## src/rtl/rw_step_arbiter.sv

```systemverilog
// rw_step_arbiter
//
// Round-robin session arbiter that shares one stateful byte-stream device
// among N requesters. A session is granted to one requester, the device is
// restarted for one cycle, and then the winner's bytes are streamed into the
// device one per cycle. Each device output byte is registered and returned to
// the winner.
//
// Ports:
//   clk         system clock, shared with the device
//   rst         asynchronous active-high reset
//   req_valid   per-requester byte-valid
//   req_data    packed request bytes, requester i on [8i+7:8i]
//   req_ready   one-hot, byte from requester i accepted when valid & ready
//   grant       one-hot owner of the current session, 0 when idle
//   resp_valid  one-hot, resp_data belongs to requester i
//   resp_data   registered device output byte
//   busy        session in progress
//   dev_rst     registered reset to the device
//   dev_in      device input byte, 0 when nothing is accepted
//   dev_out     device output byte, combinational from dev_in and its state
module rw_step_arbiter #(
  parameter int N         = 4,
  parameter int MAX_BURST = 16
) (
  input  logic             clk,
  input  logic             rst,
  input  logic [N-1:0]     req_valid,
  input  logic [8*N-1:0]   req_data,
  output logic [N-1:0]     req_ready,
  output logic [N-1:0]     grant,
  output logic [N-1:0]     resp_valid,
  output logic [7:0]       resp_data,
  output logic             busy,
  output logic             dev_rst,
  output logic [7:0]       dev_in,
  input  logic [7:0]       dev_out
);

  localparam int IW = (N > 1) ? $clog2(N) : 1;

  typedef enum logic [1:0] {
    IDLE,
    RESTART,
    STREAM
  } state_t;

  state_t         state, state_next;
  logic [IW-1:0]  ptr, ptr_next;
  logic [IW-1:0]  gidx, gidx_next;
  logic [IW-1:0]  pick;
  logic [N-1:0]   grant_next;
  logic [7:0]     cnt, cnt_next;
  logic           dev_rst_next;
  logic           found;
  logic           accept;
  logic           last;
  logic [7:0]     gdata;

  // Round-robin search: first requester at or after ptr, wrapping modulo N.
  always_comb begin
    found = 1'b0;
    pick  = '0;
    for (int k = 0; k < N; k++) begin
      if (!found && req_valid[(int'(ptr) + k) % N]) begin
        found = 1'b1;
        pick  = IW'((int'(ptr) + k) % N);
      end
    end
  end

  // Byte acceptance and the device input. The device advances every clock,
  // so dev_in is forced to zero whenever no byte is taken.
  always_comb begin
    gdata     = req_data[8*gidx +: 8];
    accept    = (state == STREAM) && req_valid[gidx];
    last      = accept && ((cnt + 8'd1) == 8'(MAX_BURST));
    req_ready = accept ? grant : '0;
    dev_in    = accept ? gdata : 8'h00;
    busy      = (state != IDLE);
  end

  // Next-state logic. A dropped valid ends the session; the burst limit ends
  // it on the cycle the final byte is accepted. The pointer always moves one
  // past the finishing requester so every requester gets a turn.
  always_comb begin
    state_next   = state;
    ptr_next     = ptr;
    gidx_next    = gidx;
    grant_next   = grant;
    cnt_next     = cnt;
    dev_rst_next = 1'b0;
    case (state)
      IDLE: begin
        if (found) begin
          state_next       = RESTART;
          gidx_next        = pick;
          grant_next       = '0;
          grant_next[pick] = 1'b1;
          dev_rst_next     = 1'b1;
        end
      end
      RESTART: begin
        state_next = STREAM;
      end
      STREAM: begin
        if (accept) begin
          cnt_next = cnt + 8'd1;
        end
        if (!req_valid[gidx] || last) begin
          state_next = IDLE;
          grant_next = '0;
          cnt_next   = '0;
          ptr_next   = (gidx == IW'(N - 1)) ? '0 : gidx + 1'b1;
        end
      end
      default: begin
        state_next = IDLE;
      end
    endcase
  end

  // State register. dev_rst comes straight from a flop so the device sees a
  // glitch-free reset, and it is held high while the arbiter is in reset.
  always_ff @(posedge clk or posedge rst) begin
    if (rst) begin
      state   <= IDLE;
      ptr     <= '0;
      gidx    <= '0;
      grant   <= '0;
      cnt     <= '0;
      dev_rst <= 1'b1;
    end else begin
      state   <= state_next;
      ptr     <= ptr_next;
      gidx    <= gidx_next;
      grant   <= grant_next;
      cnt     <= cnt_next;
      dev_rst <= dev_rst_next;
    end
  end

  // Response register: capture the device output on each accepted byte;
  // otherwise the valid drops and the data holds.
  always_ff @(posedge clk or posedge rst) begin
    if (rst) begin
      resp_valid <= '0;
      resp_data  <= 8'h00;
    end else if (accept) begin
      resp_valid <= grant;
      resp_data  <= dev_out;
    end else begin
      resp_valid <= '0;
    end
  end

endmodule

```

## config.mk

```make
export PLATFORM = sky130hd
export DESIGN_NAME = rw_step_arbiter
export DESIGN_NICKNAME = d
export VERILOG_FILES = /design/src/rtl/rw_step_arbiter.sv
export SDC_FILE = /design/constraint.sdc
export NUM_CORES = 1
export LEC_CHECK = 0
export BUFFER_PORTS_ARGS = -buffer_cell sky130_fd_sc_hd__buf_4
export CORE_ASPECT_RATIO = 0.6
export CORE_MARGIN = 2
export CORE_UTILIZATION = 50
export DETAILED_ROUTE_END_ITERATION = 12
export PLACE_DENSITY = 0.83
export SLEW_MARGIN = 20
export SYNTH_ARGS = -nofsm -noshare
export SYNTH_HDL_FRONTEND = slang
export SYNTH_SLANG_ARGS = --single-unit
```

## constraint.sdc

```tcl
create_clock -name clk -period 5.63 [get_ports clk]
set_input_delay 1.126 -clock clk [delete_from_list [all_inputs] [get_ports clk]]
set_output_delay 1.126 -clock clk [all_outputs]
set_load 0.02 [all_outputs]
```

* Word level (Yosys, flattened, before mapping) *
Cells that the tools add are included.

word-level totals
  word-level logic and storage cells = 89
  register bits after elaboration = 31
  output and inout port bits = 30

operators by class
  shift operators = 1
  eq/ne operators = 6
  mux-type cells = 36
  $lt $le $gt $ge = 7
  add/subtract/negate cells = 5
  bitwise gates (word level) = 3
  reduce and logical (&&, ||, !) cells = 23

operator list
  cell                 count
  $shiftx 32x6->8      1
  $mux 8               3
  $mux 1               15
  $mux 2               7
  $lt 3x4->1 const B   3
  $mux 4               3
  $bmux 1 s2           5
  $lt 2x3->1 const B   3
  $add 8x1->8 const B  1
  $eq 8x5->1 const B   1
  $pmux 4 s2           1
  $reduce_and 2->1     4
  $logic_and 1x1->1    6
  $pmux 2 s3           1
  $reduce_bool 2->1    3
  $reduce_or 2->1      3
  $add 2x1->2 const B  2
  $add 2x2->2 const B  2
  $eq 2x2->1 const B   2
  $logic_not 1->1      4
  $and 1x1->1 const A  3
  $reduce_and 3->1     1
  $demux 1 s2          1
  $eq 2x1->1 const B   1
  5 further kinds      5

* Logic depth before layout (Yosys ltp) *
  depth after elaboration = 20
  gate-level depth with buffers = 7

* Worst setup path before layout *
Ideal clock, no wire load.

  path type = input port to output port
  start = input req_valid[3]
  end = output req_ready[0]
  setup slack = 2.391 ns
  buffers on the path = 1
  arrival time = 2.113 ns
  required time = 4.504 ns
  cell stages on the path = 3
  cell sequence = mux4_2 > clkbuf_1 > and3_1

on the way
  longest elaborated chain between the ends = 4

RTL lines
  what                          RTL line  text
  start, declared               28        input logic [N-1:0] req_valid,
  $bmux 1 s2                    76        accept = (state == STREAM) && req_valid[gidx];
  $mux 1 (not written as such)  76
  $logic_and 1x1->1             76
  $mux 4                        78        req_ready = accept ? grant : '0;
  end, declared                 30        output logic [N-1:0] req_ready,

No other way between the ends. The select of a mux whose other input is x is not followed.

* Worst setup path after layout *
  start = input req_valid[3]
  end = output req_ready[2]

Same word-level chain as after synthesis.

==> reports/metrics.csv <==
metric,value,unit
Post-CTS Setup Bufs,0,
Synth Cell Area,1820,um^2
Initial Util,0.542,
pins over their slew limit,0,
CP Max Fanout,27,
CP startpoint,req_valid[3],
clk root buf,clkbuf_8,
I/O pins,76,
via total after detailed routing,1710,
initial antenna violation count,0,
Logic pwr share,0.476,
die area,4160,um^2
Final GP Congestion,0.814,
Nets,306,
Post-Syn Nets,235,
Final HPWL DP,3.57,mm
Leak,1.27,nW
Tot GR Track Use,0.261,
RSZ-0062 raised after global routing,false,
DRT iter0 DRCs,93,
Rows,16,
Worst slew margin,0.278,
Final min period,3.56,ns
Crit path arrival time,2.44,ns
"Design Area, Final",2510,um^2
syn avg cell area,9.80,um^2
Final Setup Violations,0,
Critical Path End,req_ready[2],
CP Capture Type,primary output,
final setup TNS,0,ns
largest net degree at the start of global routing,32,
post-route insts no fill,303,
I/O Buffers,75,
Worst-Skew Late Latency,0.29,ns
"most common cell after layout, fill and taps aside",buf_4,
area of placed instances,2400,um^2
internal power,0.695,mW
most frequent cells in the layout,"76 x buf_4, 40 x nand2_1, 30 x dfrtp_1",
global-route wire length before repair,8.00,mm
r2r setup slk,2.89,ns
Synth async-reset ratio,1.00,
Die Ht,50.8,um
total CTS buffers,5,
FF-to-FF Start,gidx[0]$_DFFE_PP0P_,
main flop type after synthesis,dfrtp_1,
DIE WIDTH,82.0,um
Final Hold Fails,0,
sw frac,0.423,
Post-Route Skew,0.00581,ns
Layout area overhead,38.0,%
drt total wl,4.98,mm
clock share of power,0.183,
grt ovf,0,
"flops & latches, synth",31,
total of warnings raised by yosys,0,
number of vias per cell,5.64,
CTS resizes,0,
worst hold path depth,2,
Crit Path Category,input port to primary output,
hold_buf cts,0,
Psw,0.510,mW
CTS max path bufs,2,
Pre-antenna DRT Iters,4,
reg2reg end,grant[2]$_DFFE_PP0P_,
CP startpoint kind,input port,
VDD IR max,0.000286,V
# clock sinks,31,
drt wl/cell,16.4,um
Core Area,3360,um^2
Clock Pin Slew Worst Setup and Hold Paths,0.07,ns
Required @ worst endpoint,4.50,ns
DRC viols,0,
register area share after synthesis,0.426,
share of cells above drive strength 1,0.399,
post-route ant nets,0,
Reg power frac,0.341,
Placed Cells,295,
Least-Margin Pin Slew,1.08,ns
status,finished clean,
Max Freq,281,MHz
n_diodes,0,
synthesized instance count,186,
CTS tree,done,
number of global-route vias before repair,1649,
fin crit share,0.633,
Hold Crit Class,flip-flop to flip-flop,
PwrDens,479,nW/um^2
Max Cap Violations,0,
count of cell types in the netlist,41,
number of enable flip-flop cells after synthesis,0,
H-tree Lvls,2,
worst r2r path cells,4,
power groups by stage:
stage | logic [mW] | clock network [mW] | registers (mW)
global route | 0.624 | 0.236 | 0.423
global placement | 0.556 | 0 | 0.404
CTS | 0.574 | 0.220 | 0.408
finish | 0.574 | 0.221 | 0.411
floorplan | 0.363 | 0 | 0.412
detailed placement | 0.568 | 0 | 0.408
per-layer routing:
metal,wire length (um),GRT usage,share of wire
met1,2340,0.380,0.47
met2,2260,0.385,0.45
met3,334,0.0737,0.067
met4,44,0.0583,0.0088
met5,0,0,0
synthesized netlist by cell type (2+ instances only):
cell	instances	area [um^2]
nand2_1	40	150
dfrtp_1	30	751
and3_1	13	81.3
clkbuf_1	9	33.8
mux4_2	9	203
inv_1	7	26.3
nand3_1	7	35.0
o21ai_0	7	35.0
a21o_1	4	30.0
a21oi_1	4	20.0
a32o_1	4	40.0
nor2_1	4	15.0
a31oi_1	3	18.8
ha_1	3	37.5
nand2b_1	3	18.8
nor3_1	3	15.0
o31ai_1	3	22.5
xnor2_1	3	26.3
and2_1	2	12.5
buf_2	2	10.0
mux2i_1	2	20.0
nor2b_1	2	12.5
nor4_1	2	12.5
or2_2	2	12.5
or4_1	2	15.0
metrics by stage:
step	setup slack (ns)	hold slack, ns	power [mW]	util
final	2.07	0.477	1.20	0.748
after detailed placement	2.08	0.466	0.976	0.714
after floorplan	2.39	0.506	0.774	-
after global placement	2.11	0.461	0.961	0.714
after CTS	2.09	0.481	1.20	0.748
after global routing	2.00	0.503	1.28	0.748
state kept, by name, indices dropped and copies added, names as in the netlist:
signal	count
gidx	2
resp_valid	4
resp_data	8
cnt	8
grant	4
state	2
dev_rst	1
ptr	2
worst max-delay path, stage by stage:
cell	delay, ns
buf_4	0.13
mux4_2	0.71
and3_1	0.30
buf_4	0.16
worst min path at each step:
stage               slack, ns                      from                        to
finish                   0.48  resp_data[5]$_DFFE_PP0P_  resp_data[5]$_DFFE_PP0P_
global route             0.50  resp_data[4]$_DFFE_PP0P_  resp_data[4]$_DFFE_PP0P_
CTS                      0.48  resp_data[5]$_DFFE_PP0P_  resp_data[5]$_DFFE_PP0P_
detailed placement       0.47  resp_data[5]$_DFFE_PP0P_  resp_data[5]$_DFFE_PP0P_
global placement         0.46  resp_data[6]$_DFFE_PP0P_  resp_data[6]$_DFFE_PP0P_
floorplan                0.51      state[0]$_DFFE_PP0P_      state[1]$_DFFE_PP0P_
final cells by class:
| class | count | area [um^2] |
|---|---|---|
| Multi-Input combinational cell | 136 | 972 |
| Sequential cell | 31 | 777 |
| Clock buffer | 5 | 68.8 |
| Timing Repair Buffer | 76 | 571 |
| Fill cell | 252 | 848 |
| Clock inverter | 3 | 43.8 |
| Inverter | 7 | 26.3 |
| Tap cell | 45 | 56.3 |
logic make-up (layout without fill, tap and decap cells):
family,count (synthesis),in the layout,share of synthesized area
AND/OR/NAND/NOR,85,85,0.237
AO/OA/AOI/OAI,33,33,0.134
flip-flops,31,31,0.426
buffers and inverters,19,91,0.0405
multiplexers,11,11,0.122
XOR/XNOR,4,4,0.0192
adder cells (fa/ha/maj),3,3,0.0206
(Power assumes the default switching activity.)
